**config.mk**
```make
export PLATFORM = sky130hd
export DESIGN_NAME = dr_inject_arbiter_flat
export DESIGN_NICKNAME = d
export VERILOG_FILES = /design/src/rtl/dr_inject_if.sv /design/src/rtl/dr_inject_arbiter.sv /design/src/flat_wrapper.sv
export SDC_FILE = /design/constraint.sdc
export NUM_CORES = 1
export LEC_CHECK = 0
export ABC_AREA = 1
export CAP_MARGIN = 30
export CORE_UTILIZATION = 50
export CTS_BUF_LIST = sky130_fd_sc_hd__clkbuf_2
export CTS_CLUSTER_SIZE = 25
export DETAILED_ROUTE_END_ITERATION = 12
export HOLD_SLACK_MARGIN = 0.15
export PLACE_DENSITY = 0.74
export SLEW_MARGIN = 10
export SYNTH_ARGS = -nofsm -noshare
export SYNTH_HDL_FRONTEND = slang
export SYNTH_SLANG_ARGS = --single-unit
```
**constraint.sdc**
```tcl
create_clock -name clk -period 4.4 [get_ports clk]
set_input_delay 0.88 -clock clk [delete_from_list [all_inputs] [get_ports clk]]
set_output_delay 0.88 -clock clk [all_outputs]
set_load 0.02 [all_outputs]
```
**src/rtl/dr_inject_if.sv**
```systemverilog
// Requester, dual-rail stage and status signals of the dual-rail injector.
// slave = arbiter side, master = requesters plus asynchronous stage.
interface dr_inject_if #(
    parameter int N_BITS = 4
);
    logic                  req0;
    logic [N_BITS-1:0]     data0;
    logic                  gnt0;
    logic                  req1;
    logic [N_BITS-1:0]     data1;
    logic                  gnt1;
    logic [2*N_BITS-1:0]   dr_data;
    logic                  dr_ack;
    logic                  busy;
    logic                  last_id;
    logic                  timeout_err;

    modport slave (
        input  req0, data0, req1, data1, dr_ack,
        output gnt0, gnt1, dr_data, busy, last_id, timeout_err
    );

    modport master (
        output req0, data0, req1, data1, dr_ack,
        input  gnt0, gnt1, dr_data, busy, last_id, timeout_err
    );
endinterface

```
**src/rtl/dr_inject_arbiter.sv**
```systemverilog
// Round-robin injector of two clocked requesters into one async dual-rail RTZ stage.
// Codeword appears on the grant edge; spacer follows SYNC_STAGES+1 edges after ack rises.
module dr_inject_arbiter #(
    parameter int N_BITS      = 4,
    parameter int SYNC_STAGES = 2,
    parameter int TIMEOUT     = 255
) (
    input  logic         clk,
    input  logic         rst,
    dr_inject_if.slave   bus
);
    localparam int CW = (TIMEOUT > 1) ? $clog2(TIMEOUT) : 1;
    localparam logic [CW-1:0] TMO_LAST = CW'((TIMEOUT > 0) ? TIMEOUT - 1 : 0);

    typedef enum logic [1:0] {IDLE, DATA, SPACER, ERR} state_t;

    state_t                state_q, state_d;
    logic [SYNC_STAGES-1:0] sync_q;
    logic [2*N_BITS-1:0]   dr_q, dr_d;
    logic [CW-1:0]         cnt_q, cnt_d;
    logic                  rr_q, rr_d;
    logic                  last_q, last_d;
    logic                  err_q, err_d;
    logic                  ack_s;
    logic                  win_id;
    logic                  grant;

    function automatic logic [2*N_BITS-1:0] encode(input logic [N_BITS-1:0] d);
        logic [2*N_BITS-1:0] e;
        e = '0;
        for (int i = 0; i < N_BITS; i++) begin
            e[2*i+1] = d[i];
            e[2*i]   = ~d[i];
        end
        return e;
    endfunction

    assign ack_s  = sync_q[SYNC_STAGES-1];
    assign win_id = (bus.req0 & bus.req1) ? rr_q : bus.req1;

    always_ff @(posedge clk) begin
        if (rst) begin
            sync_q  <= '0;
            state_q <= IDLE;
            dr_q    <= '0;
            cnt_q   <= '0;
            rr_q    <= 1'b0;
            last_q  <= 1'b0;
            err_q   <= 1'b0;
        end else begin
            sync_q  <= {sync_q[SYNC_STAGES-2:0], bus.dr_ack};
            state_q <= state_d;
            dr_q    <= dr_d;
            cnt_q   <= cnt_d;
            rr_q    <= rr_d;
            last_q  <= last_d;
            err_q   <= err_d;
        end
    end

    always_comb begin
        state_d = state_q;
        dr_d    = dr_q;
        cnt_d   = cnt_q;
        rr_d    = rr_q;
        last_d  = last_q;
        err_d   = err_q;
        grant   = 1'b0;
        case (state_q)
            IDLE: begin
                // ack still high means the stage has not returned to zero yet
                if (!ack_s && (bus.req0 || bus.req1)) begin
                    grant   = 1'b1;
                    dr_d    = encode(win_id ? bus.data1 : bus.data0);
                    last_d  = win_id;
                    rr_d    = ~win_id;
                    cnt_d   = '0;
                    state_d = DATA;
                end
            end
            DATA, SPACER: begin
                if ((state_q == DATA) ? ack_s : !ack_s) begin
                    cnt_d   = '0;
                    dr_d    = '0;
                    state_d = (state_q == DATA) ? SPACER : IDLE;
                end else if (TIMEOUT != 0) begin
                    if (cnt_q == TMO_LAST) begin
                        dr_d    = '0;
                        err_d   = 1'b1;
                        state_d = ERR;
                    end else begin
                        cnt_d = cnt_q + 1'b1;
                    end
                end
            end
            default: ;
        endcase
    end

    // grant pulses are masked during reset so nothing is accepted while state is forced
    assign bus.gnt0        = grant & ~win_id & ~rst;
    assign bus.gnt1        = grant &  win_id & ~rst;
    assign bus.dr_data     = dr_q;
    assign bus.busy        = (state_q != IDLE);
    assign bus.last_id     = last_q;
    assign bus.timeout_err = err_q;
endmodule

```
**src/flat_wrapper.sv**
```systemverilog
// flat-port wrapper written by rule: the top's interface ports become plain ports
module dr_inject_arbiter_flat 
#(
    parameter int N_BITS      = 4,
    parameter int SYNC_STAGES = 2,
    parameter int TIMEOUT     = 255
)
  (clk, rst, bus_req0, bus_data0, bus_req1, bus_data1, bus_dr_ack, bus_gnt0, bus_gnt1, bus_dr_data, bus_busy, bus_last_id, bus_timeout_err);
  dr_inject_if #(.N_BITS(N_BITS)) bus_i ();
  input  logic clk;
  input  logic rst;
  input wire logic [$bits(bus_i.req0)-1:0] bus_req0;
  input wire logic [$bits(bus_i.data0)-1:0] bus_data0;
  input wire logic [$bits(bus_i.req1)-1:0] bus_req1;
  input wire logic [$bits(bus_i.data1)-1:0] bus_data1;
  input wire logic [$bits(bus_i.dr_ack)-1:0] bus_dr_ack;
  output wire logic [$bits(bus_i.gnt0)-1:0] bus_gnt0;
  output wire logic [$bits(bus_i.gnt1)-1:0] bus_gnt1;
  output wire logic [$bits(bus_i.dr_data)-1:0] bus_dr_data;
  output wire logic [$bits(bus_i.busy)-1:0] bus_busy;
  output wire logic [$bits(bus_i.last_id)-1:0] bus_last_id;
  output wire logic [$bits(bus_i.timeout_err)-1:0] bus_timeout_err;
  assign bus_i.req0 = bus_req0;
  assign bus_i.data0 = bus_data0;
  assign bus_i.req1 = bus_req1;
  assign bus_i.data1 = bus_data1;
  assign bus_i.dr_ack = bus_dr_ack;
  assign bus_gnt0 = bus_i.gnt0;
  assign bus_gnt1 = bus_i.gnt1;
  assign bus_dr_data = bus_i.dr_data;
  assign bus_busy = bus_i.busy;
  assign bus_last_id = bus_i.last_id;
  assign bus_timeout_err = bus_i.timeout_err;
  dr_inject_arbiter #(.N_BITS(N_BITS), .SYNC_STAGES(SYNC_STAGES), .TIMEOUT(TIMEOUT)) u_core (.clk(clk), .rst(rst), .bus(bus_i));
endmodule
```
==> metrics.md, run 1 <==
| Metric | Value |
|---|---|
| Outcome | `complete, no violations` |
| # Post-CTS Setup Buffers | `0` |
| Nets | `247` |
| Seq/Total Area, Yosys | `0.334` |
| Gr usage total | `0.230` |
| WL/cell | `11.7 um` |
| WP data arrival | `2.62 ns` |
| Max Slew Vio Count | `0` |
| Period utilization | `0.796` |
| Clock buffer depth | `2` |
| Syn-to-layout area delta | `19.4%` |
| Hold_ws | `0.421 ns` |
| Antenna Cells | `0` |
| ANT nets after route | `0` |
| Element type at the critical path end | `output pin` |
| Syn_area_per_cell | `6.83 sq um` |
| Initial antenna violation count | `0` |
| Via count | `1338` |
| Share of layout cells above drive strength 1 | `0.110` |
| Max Cap Viol | `0` |
| DP Area | `0.00163 sq mm` |
| Final Cell Area | `0.00165 sq mm` |
| Min-Delay Path Class | `flip-flop to flip-flop` |
| Hold_buf cts | `0` |
| CTS buffer count | `3` |
| CTS H-tree lvls | `1` |
| Starting Density | `0.542` |
| Drt total wl | `3020 um` |
| CTS resizes | `0` |
| Total Power | `0.831 mW` |
| Post-synth cell types | `30` |
| First-pass GRT wire length | `4950 um` |
| PortBufs | `25` |
| Gpl congestion | `0.867` |
| Pwr/cell area | `505 mW/mm^2` |
| Crit path max fanout | `7` |
| CP Class | `primary input to output pin` |
| Routed vias/inst | `5.21` |
| Most frequent cells in the layout | `nand2_1, inv_1, nor2_1` |
| CTS Root Cell | `clkbuf_2` |
| Reg2Reg Depth | `9` |
| VDD IR-drop max | `346 uV` |
| Max_slew headroom | `0.666` |
| Setup WS pre-CTS | `0.925 ns` |
| Die Span Y | `54.5 um` |
| Post-Syn Nets | `221` |
| Drt pass-1 iters | `4` |
| Worst endpoint required time | `3.52 ns` |
| Clock transition at path regs | `0.21 ns` |
| Worst Skew | `0.00806 ns` |
| #FFs+latches synth | `23` |
| IO Pins | `26` |
| DR iter-0 viols | `16` |
| Setup TNS | `0 ns` |
| Die Span X | `54.5 um` |
| Drc violations | `0` |
| Hold Path Stages | `2` |
| Final setup viols | `0` |
| Aggregate global routing overflow | `0` |
| Final min period | `3.50 ns` |
| Vias in the first global route | `1220` |
| Most common cell after layout, fill and taps aside | `nand2_1` |
| Worst Slack Setup Final | `0.896 ns` |
| Synth Instances | `202` |
| # rows | `18` |
| Clock Latency Late Sink | `0.32 ns` |
| Worst slew pin tran | `0.499 ns` |
| TritonCTS clock tree | `built` |
| Clock sink count | `23` |
| DP Wirelength | `2360 um` |
| F_max | `0.285 GHz` |
| Lkg Pwr | `0.741 nW` |
| Mapped cell area | `0.00138 sq mm` |
| Largest net degree at the start of global routing | `15` |
| Final Hold Fails | `0` |
| RSZ-0062 raised after global routing | `false` |
| Yosys warns | `0` |
| Core Area | `0.00254 sq mm` |
| Startpoint types | `primary input` |
| Die area | `0.00297 sq mm` |
==> area by class of cell <==
class                   instances  area (sq um)
clock buffers                   4          20.0
fillers                       257           898
inverters                      28           105
multi-input cells             147           773
flip-flops and latches         23           460
well taps                      30          37.5
repair buffers                 25           250
==> critical path, cell delays in order <==
cell	delay, ns
clkdlybuf4s50_1	0.52
nand2_1	0.12
nand2_1	0.21
inv_1	0.09
nor3_1	0.17
clkdlybuf4s50_1	0.63
==> sequential cells by signal, indices dropped and copies added, names as in the netlist <==
register                flops
u_core.rr_q                 1
u_core.bus.last_id          1
u_core.bus.dr_data          8
u_core.cnt_q                8
u_core.bus.timeout_err      1
u_core.sync_q               2
u_core.state_q              2
==> synthesized netlist by cell type <==
| master | count | share of area |
|---|---|---|
| inv_2 | 2 | 0.0054 |
| o21ai_1 | 1 | 0.0036 |
| nor3_1 | 3 | 0.011 |
| o21ai_2 | 1 | 0.0064 |
| a21oi_2 | 4 | 0.025 |
| nor2_1 | 26 | 0.071 |
| inv_1 | 26 | 0.071 |
| buf_6 | 1 | 0.0082 |
| nand3b_1 | 2 | 0.011 |
| a211oi_1 | 1 | 0.0054 |
| nand2_1 | 55 | 0.15 |
| nor2_4 | 1 | 0.0082 |
| nor2_2 | 4 | 0.018 |
| nand2_2 | 2 | 0.0091 |
| o21a_1 | 1 | 0.0054 |
| nand2_4 | 3 | 0.024 |
| o211ai_1 | 2 | 0.011 |
| nand3_2 | 2 | 0.015 |
| or2_2 | 1 | 0.0045 |
| ha_1 | 6 | 0.054 |
| buf_12 | 1 | 0.015 |
| dfxtp_1 | 23 | 0.33 |
| nand3_1 | 16 | 0.058 |
| buf_2 | 1 | 0.0036 |
| a21oi_1 | 10 | 0.036 |
| nand4_1 | 2 | 0.0091 |
| o21ai_0 | 2 | 0.0073 |
| o21bai_1 | 1 | 0.0054 |
| a21oi_4 | 1 | 0.012 |
| buf_1 | 1 | 0.0027 |
==> worst paths after layout <==
kind / slack, ns / startpoint / end
worst max register to register: 2.55 / u_core.state_q[0]$_SDFFE_PP0P_ / u_core.cnt_q[6]$_SDFFE_PP0P_
worst min-delay path: 0.42 / u_core.sync_q[0]$_SDFF_PP0_ / u_core.sync_q[1]$_SDFF_PP0_
worst max-delay path: 0.90 / bus_req0 / bus_gnt0
worst min register to register: 0.42 / u_core.sync_q[0]$_SDFF_PP0_ / u_core.sync_q[1]$_SDFF_PP0_
==> cells by family after synthesis <==
| group | after synthesis | share of synthesized area |
|---|---|---|
| fa+ha+maj | 6 | 0.0544 |
| simple gates | 117 | 0.388 |
| flops | 23 | 0.334 |
| compound gates | 24 | 0.118 |
| buf+inv | 32 | 0.105 |
==> per-layer routing <==
metal,wire [um],vias to the layer above,GRT usage
li1,-,691,-
met1,1410,607,0.280
met2,1450,32,0.400
met3,105,8,0.0500
met4,47,0,0.0684
met5,0,-,0
==> per-stage QoR <==
stage               utilization  std cells
global placement          0.639        253
floorplan                     -        202
detailed placement        0.639        253
finish                    0.647        257
CTS                       0.647        257
global route              0.647        257
==> power breakdown <==
group	switching (mW)	leakage [nW]	internal [mW]	total (mW)
registers	0.0281	0.189	0.254	0.282
logic	0.280	0.535	0.183	0.463
clock network	0.0625	0.0166	0.0240	0.0865
Note: power is estimated with default switching activity, not from simulation.
==> run 2: changes to the inputs <==
Clock period 4.4 ns to 3.4 ns, I/O delays scaled along.
==> run 2 against run 1 <==
Against the previous run: via count is 0.82% lower; non-clock buffer count is 1 higher; clock skew is 0.0046 ns lower; worst setup slack worse by 0.61 ns; critical path depth stayed put; core utilization is 0.29 points higher; global-route usage is 1.5 points higher; critical path type unchanged; largest power group unchanged.
==> metrics.md, run 2 (synthesis results as in run 1) <==
| Metric | Value |
|---|---|
| Outcome | `complete, no violations` |
| CP Class | `primary input to output pin` |
| Nets | `248` |
| Antenna Cells | `0` |
| Clock Latency Late Sink | `0.34 ns` |
| IO Pins | `26` |
| Gpl congestion | `0.827` |
| Syn-to-layout area delta | `20.0%` |
| Clock transition at path regs | `0.21 ns` |
| Drc violations | `0` |
| Cells after DPL | `254` |
| Hold Path Stages | `2` |
| Total Power | `1.08 mW` |
| Pint | `0.594 mW` |
| Max_slew headroom | `0.724` |
| Top routing layer used | `met4` |
| Clock buffer depth | `2` |
| Most common cell after layout, fill and taps aside | `nand2_1` |
| WL/cell | `11.8 um` |
| Final Hold Fails | `0` |
| CP Cell Sequence | `clkdlybuf4s50_1 > nand2_1 > nand2_1 > inv_1 > nor3_1 > clkdlybuf4s50_1` |
| Worst R2R Start | `u_core.state_q[0]$_SDFFE_PP0P_` |
| # Post-CTS Setup Buffers | `0` |
| Area of the multi-input gates | `773 sq um` |
| Clock power share | `0.106` |
| Worst slew pin tran | `0.414 ns` |
| Startpoint types | `primary input` |
| WP data arrival | `2.43 ns` |
| Max Slew Vio Count | `0` |
| Sw Share | `0.450` |
| Drt total wl | `3040 um` |
| # rows | `18` |
| Routed wl met3 | `122 um` |
| CTS buffer count | `3` |
| Final std cells w/o fill | `258` |
| R2R Setup Slk | `1.58 ns` |
| Worst endpoint required time | `2.72 ns` |
| F_max | `0.321 GHz` |
| Share of layout cells above drive strength 1 | `0.114` |
| Lkg Pwr | `0.746 nW` |
| Min-Delay Path Class | `flip-flop to flip-flop` |
| WHS Endpoint | `u_core.sync_q[1]$_SDFF_PP0_` |
| Fillers | `243` |
| Reg2Reg Depth | `9` |
| Final min period | `3.11 ns` |
| CP peak stage delay | `0.64 ns` |
| CTS resizes | `0` |
| Gr usage total | `0.245` |
| Max Cap Viol | `0` |
| Setup TNS | `0 ns` |
| Hold_buf cts | `0` |
| Aggregate global routing overflow | `0` |
| Vias in the first global route | `1223` |
| RSZ-0062 raised after global routing | `false` |
| Die Span X | `54.5 um` |
| Min-delay src | `u_core.sync_q[0]$_SDFF_PP0_` |
| Initial antenna violation count | `0` |
| Comb pwr share | `0.556` |
| Critical path's slowest cell | `clkdlybuf4s50_1` |
| Crit path max fanout | `7` |
| PortBufs | `25` |
| Largest net degree at the start of global routing | `15` |
| Routed vias/inst | `5.14` |
| Drt pass-1 iters | `4` |
| Net Sw Power | `0.486 mW` |
| CTS Root Cell | `clkbuf_2` |
| Die Span Y | `54.5 um` |
| ANT nets after route | `0` |
| Most frequent cells in the layout | `nand2_1, inv_1, nor2_1` |
| Reg power frac | `0.338` |
| Pwr/cell area | `653 mW/mm^2` |
| Period utilization | `0.915` |
| DP Wirelength | `2360 um` |
| Core Area | `0.00254 sq mm` |
| Element type at the critical path end | `output pin` |
| Clock sink count | `23` |
| Via count | `1327` |
| Met2 wire len | `1440 um` |
| First-pass GRT wire length | `5220 um` |
| TritonCTS clock tree | `built` |
| CTS H-tree lvls | `1` |
| Die area | `0.00297 sq mm` |
| Register area | `460 sq um` |
| DR iter-0 viols | `29` |
| Worst R2R End | `u_core.cnt_q[5]$_SDFFE_PP0P_` |
| Worst Skew | `0.00347 ns` |
| Starting Density | `0.542` |
| VDD IR-drop max | `503 uV` |
| Final setup viols | `0` |
| Wl on met1 | `1420 um` |
run 2: changes by cell type in the layout (fill, tap and decap cells not counted), sizes merged:
cell	change
buf	+1
run 2: worst max path at each step:
stage / start / end / depth (start not counted)
2_1_floorplan: bus_req0 / bus_gnt0 / 4
3_3_place_gp: bus_req0 / bus_gnt0 / 6
3_5_place_dp: bus_req0 / bus_gnt0 / 6
4_1_cts: bus_req0 / bus_gnt0 / 6
5_1_grt: bus_req0 / bus_gnt0 / 6
6_report: bus_req0 / bus_gnt0 / 6
run 2: power groups by stage:
stage                     Combinational [mW]  Sequential [mW]  Clock [mW]
after floorplan                        0.407            0.406           0
after global placement                 0.587            0.366           0
after detailed placement               0.597            0.369           0
after CTS                              0.601            0.365       0.114
after global routing                   0.669            0.372       0.124
final                                  0.601            0.365       0.114
run 2: routing by layer:
layer  vias up  global-route usage
met5         -                   0
met4         0              0.0897
met3         4              0.0333
met2        29               0.413
met1       604               0.314
li1        690                   -
run 2: per-stage QoR:
stage                     cell area (sq um)  setup WS, ns  utilization  hold WS, ns
after floorplan                        1380          1.25            -        0.388
after global placement                 1630         0.366        0.642        0.393
after detailed placement               1630         0.284        0.642        0.398
after CTS                              1650         0.289        0.650        0.423
after global routing                   1650         0.111        0.650        0.476
final                                  1650         0.289        0.650        0.422
run 2: final cells by class:
class | count | share of cell area
Multi-Input combinational cell | 147 | 0.467
Sequential cell | 23 | 0.278
Timing Repair Buffer | 26 | 0.156
Inverter | 28 | 0.0635
Tap cell | 30 | 0.0227
Clock buffer | 4 | 0.0121
run 2: worst max-delay path: cells and delay by family:
kind | cells | cell delay, ns
and+or+nand+nor | 3 | 0.50
buffers and inverters | 3 | 1.24
==> run 3: changes to the inputs <==
Settings changed: ABC_CLOCK_PERIOD_IN_PS from default to 3400, REMOVE_ABC_BUFFERS from default to 1.
==> run 3 against run 2 <==
Against the previous run: clock-buffer cell count stayed put; combinational power is 0.8% lower; core utilization is 0.30 points higher; largest cell class unchanged; via count is 3.2% lower; sequential cell count stayed put; critical path depth is 2 lower; sequential power is 1% lower; power is 0.61% lower; maximum frequency is 2.4% higher; largest power group unchanged; critical endpoint unchanged; wire length is 5.6% lower; worst hold slack better by 0.0023 ns; register-to-register slack better by 0.03 ns; highest routed layer unchanged.
==> metrics.md, run 3 (synthesis results as in run 1) <==
| Metric | Value |
|---|---|
| Setup WS pre-CTS | `0.369 ns` |
| # rows | `18` |
| Worst R2R End | `u_core.cnt_q[5]$_SDFFE_PP0P_` |
| CTS Root Cell | `clkbuf_2` |
| Min-delay src | `u_core.sync_q[0]$_SDFF_PP0_` |
| Sw Share | `0.445` |
| Nets | `249` |
| CTS H-tree lvls | `1` |
| CP Class | `primary input to output pin` |
| Drt pass-1 iters | `4` |
| Initial antenna violation count | `0` |
| Outcome | `complete, no violations` |
| Pint | `0.596 mW` |
| Gr usage total | `0.216` |
| Max Slew Vio Count | `0` |
| Lkg Pwr | `0.750 nW` |
| Min-Delay Path Class | `flip-flop to flip-flop` |
| Hold_buf cts | `0` |
| Element type at the critical path end | `output pin` |
| PortBufs | `25` |
| Largest net degree at the start of global routing | `15` |
| Die area | `0.00297 sq mm` |
| Final setup viols | `0` |
| Hold Path Stages | `2` |
| WHS Endpoint | `u_core.sync_q[1]$_SDFF_PP0_` |
| Crit path max fanout | `6` |
| WP data arrival | `2.36 ns` |
| RSZ-0062 raised after global routing | `false` |
| Period utilization | `0.894` |
| Share of layout cells above drive strength 1 | `0.118` |
| DP Area | `0.00164 sq mm` |
| Routed vias/inst | `4.96` |
| Net Sw Power | `0.477 mW` |
| Startpoint types | `primary input` |
| Drc violations | `0` |
| TritonCTS clock tree | `built` |
| Comb pwr share | `0.556` |
| Worst Slack Setup Final | `0.362 ns` |
| Die Span X | `54.5 um` |
| Final Cell Area | `0.00166 sq mm` |
| # Post-CTS Setup Buffers | `0` |
| Most frequent cells in the layout | `nand2_1, inv_1, nor2_1` |
| Vias in the first global route | `1054` |
| Final min period | `3.04 ns` |
| DR iter-0 viols | `28` |
| Reg power frac | `0.337` |
| Worst Skew | `0.00504 ns` |
| Syn-to-layout area delta | `20.5%` |
| Clock transition at path regs | `0.22 ns` |
| CTS resizes | `0` |
| Clock Latency Late Sink | `0.34 ns` |
| Worst endpoint required time | `2.72 ns` |
| Reg2Reg Depth | `8` |
| Clock sink count | `23` |
| Max Cap Viol | `0` |
| ANT nets after route | `0` |
| Total Power | `1.07 mW` |
| Antenna Cells | `0` |
| Worst R2R Start | `u_core.state_q[0]$_SDFFE_PP0P_` |
| Most common cell after layout, fill and taps aside | `nand2_1` |
| Final Hold Fails | `0` |
| Via count | `1284` |
| Clock power share | `0.108` |
| DP Wirelength | `2190 um` |
| Max_slew headroom | `0.707` |
| IO Pins | `26` |
| CTS buffer count | `3` |
| Core Area | `0.00254 sq mm` |
| Pwr/cell area | `646 mW/mm^2` |
| R2R Setup Slk | `1.61 ns` |
| Gpl congestion | `0.839` |
| F_max | `0.329 GHz` |
| Die Span Y | `54.5 um` |
| Worst slew pin tran | `0.437 ns` |
| Starting Density | `0.542` |
| First-pass GRT wire length | `4560 um` |
| Drt total wl | `2870 um` |
| WL/cell | `11.1 um` |
| VDD IR-drop max | `512 uV` |
| Setup TNS | `0 ns` |
| Aggregate global routing overflow | `0` |
| Clock buffer depth | `2` |
[run 3: power by group through the flow]
stage	registers (mW)	logic (mW)	clock network, mW
final	0.361	0.596	0.116
after CTS	0.362	0.598	0.118
after floorplan	0.406	0.373	0
after global routing	0.369	0.662	0.130
after global placement	0.364	0.589	0
after detailed placement	0.368	0.594	0
[run 3: cell type report]
type	count	area, sq um
Clock buffer	4	20.0
Tap cell	30	37.5
Sequential cell	23	460
Timing Repair Buffer	27	265
Inverter	28	105
Fill cell	248	883
Multi-Input combinational cell	147	773
[run 3: layer usage]
metal	part of all wire	up-vias	GRT usage
met2	0.43	21	0.325
met4	0.011	0	0.0641
met5	0	-	0
li1	-	689	-
met1	0.53	570	0.303
met3	0.030	4	0.0500
[run 3: worst max-delay path: stages]
cell             delay [ns]
clkdlybuf4s50_1        0.61
o211ai_1               0.25
nor3_1                 0.18
clkdlybuf4s50_1        0.63
[run 3: worst max path at each step]
stage                     startpoint        to  cells after the start
final                       bus_req1  bus_gnt0                      4
after global routing        bus_req1  bus_gnt0                      4
after CTS                   bus_req1  bus_gnt0                      4
after detailed placement    bus_req1  bus_gnt1                      4
after global placement      bus_req1  bus_gnt0                      4
after floorplan             bus_req0  bus_gnt0                      4
[run 3: per-stage QoR]
step	utilization	hold WS, ns	instances
6_report	0.653	0.424	259
5_1_grt	0.653	0.437	259
4_1_cts	0.653	0.420	259
3_5_place_dp	0.645	0.397	255
3_3_place_gp	0.645	0.392	255
2_1_floorplan	-	0.388	198
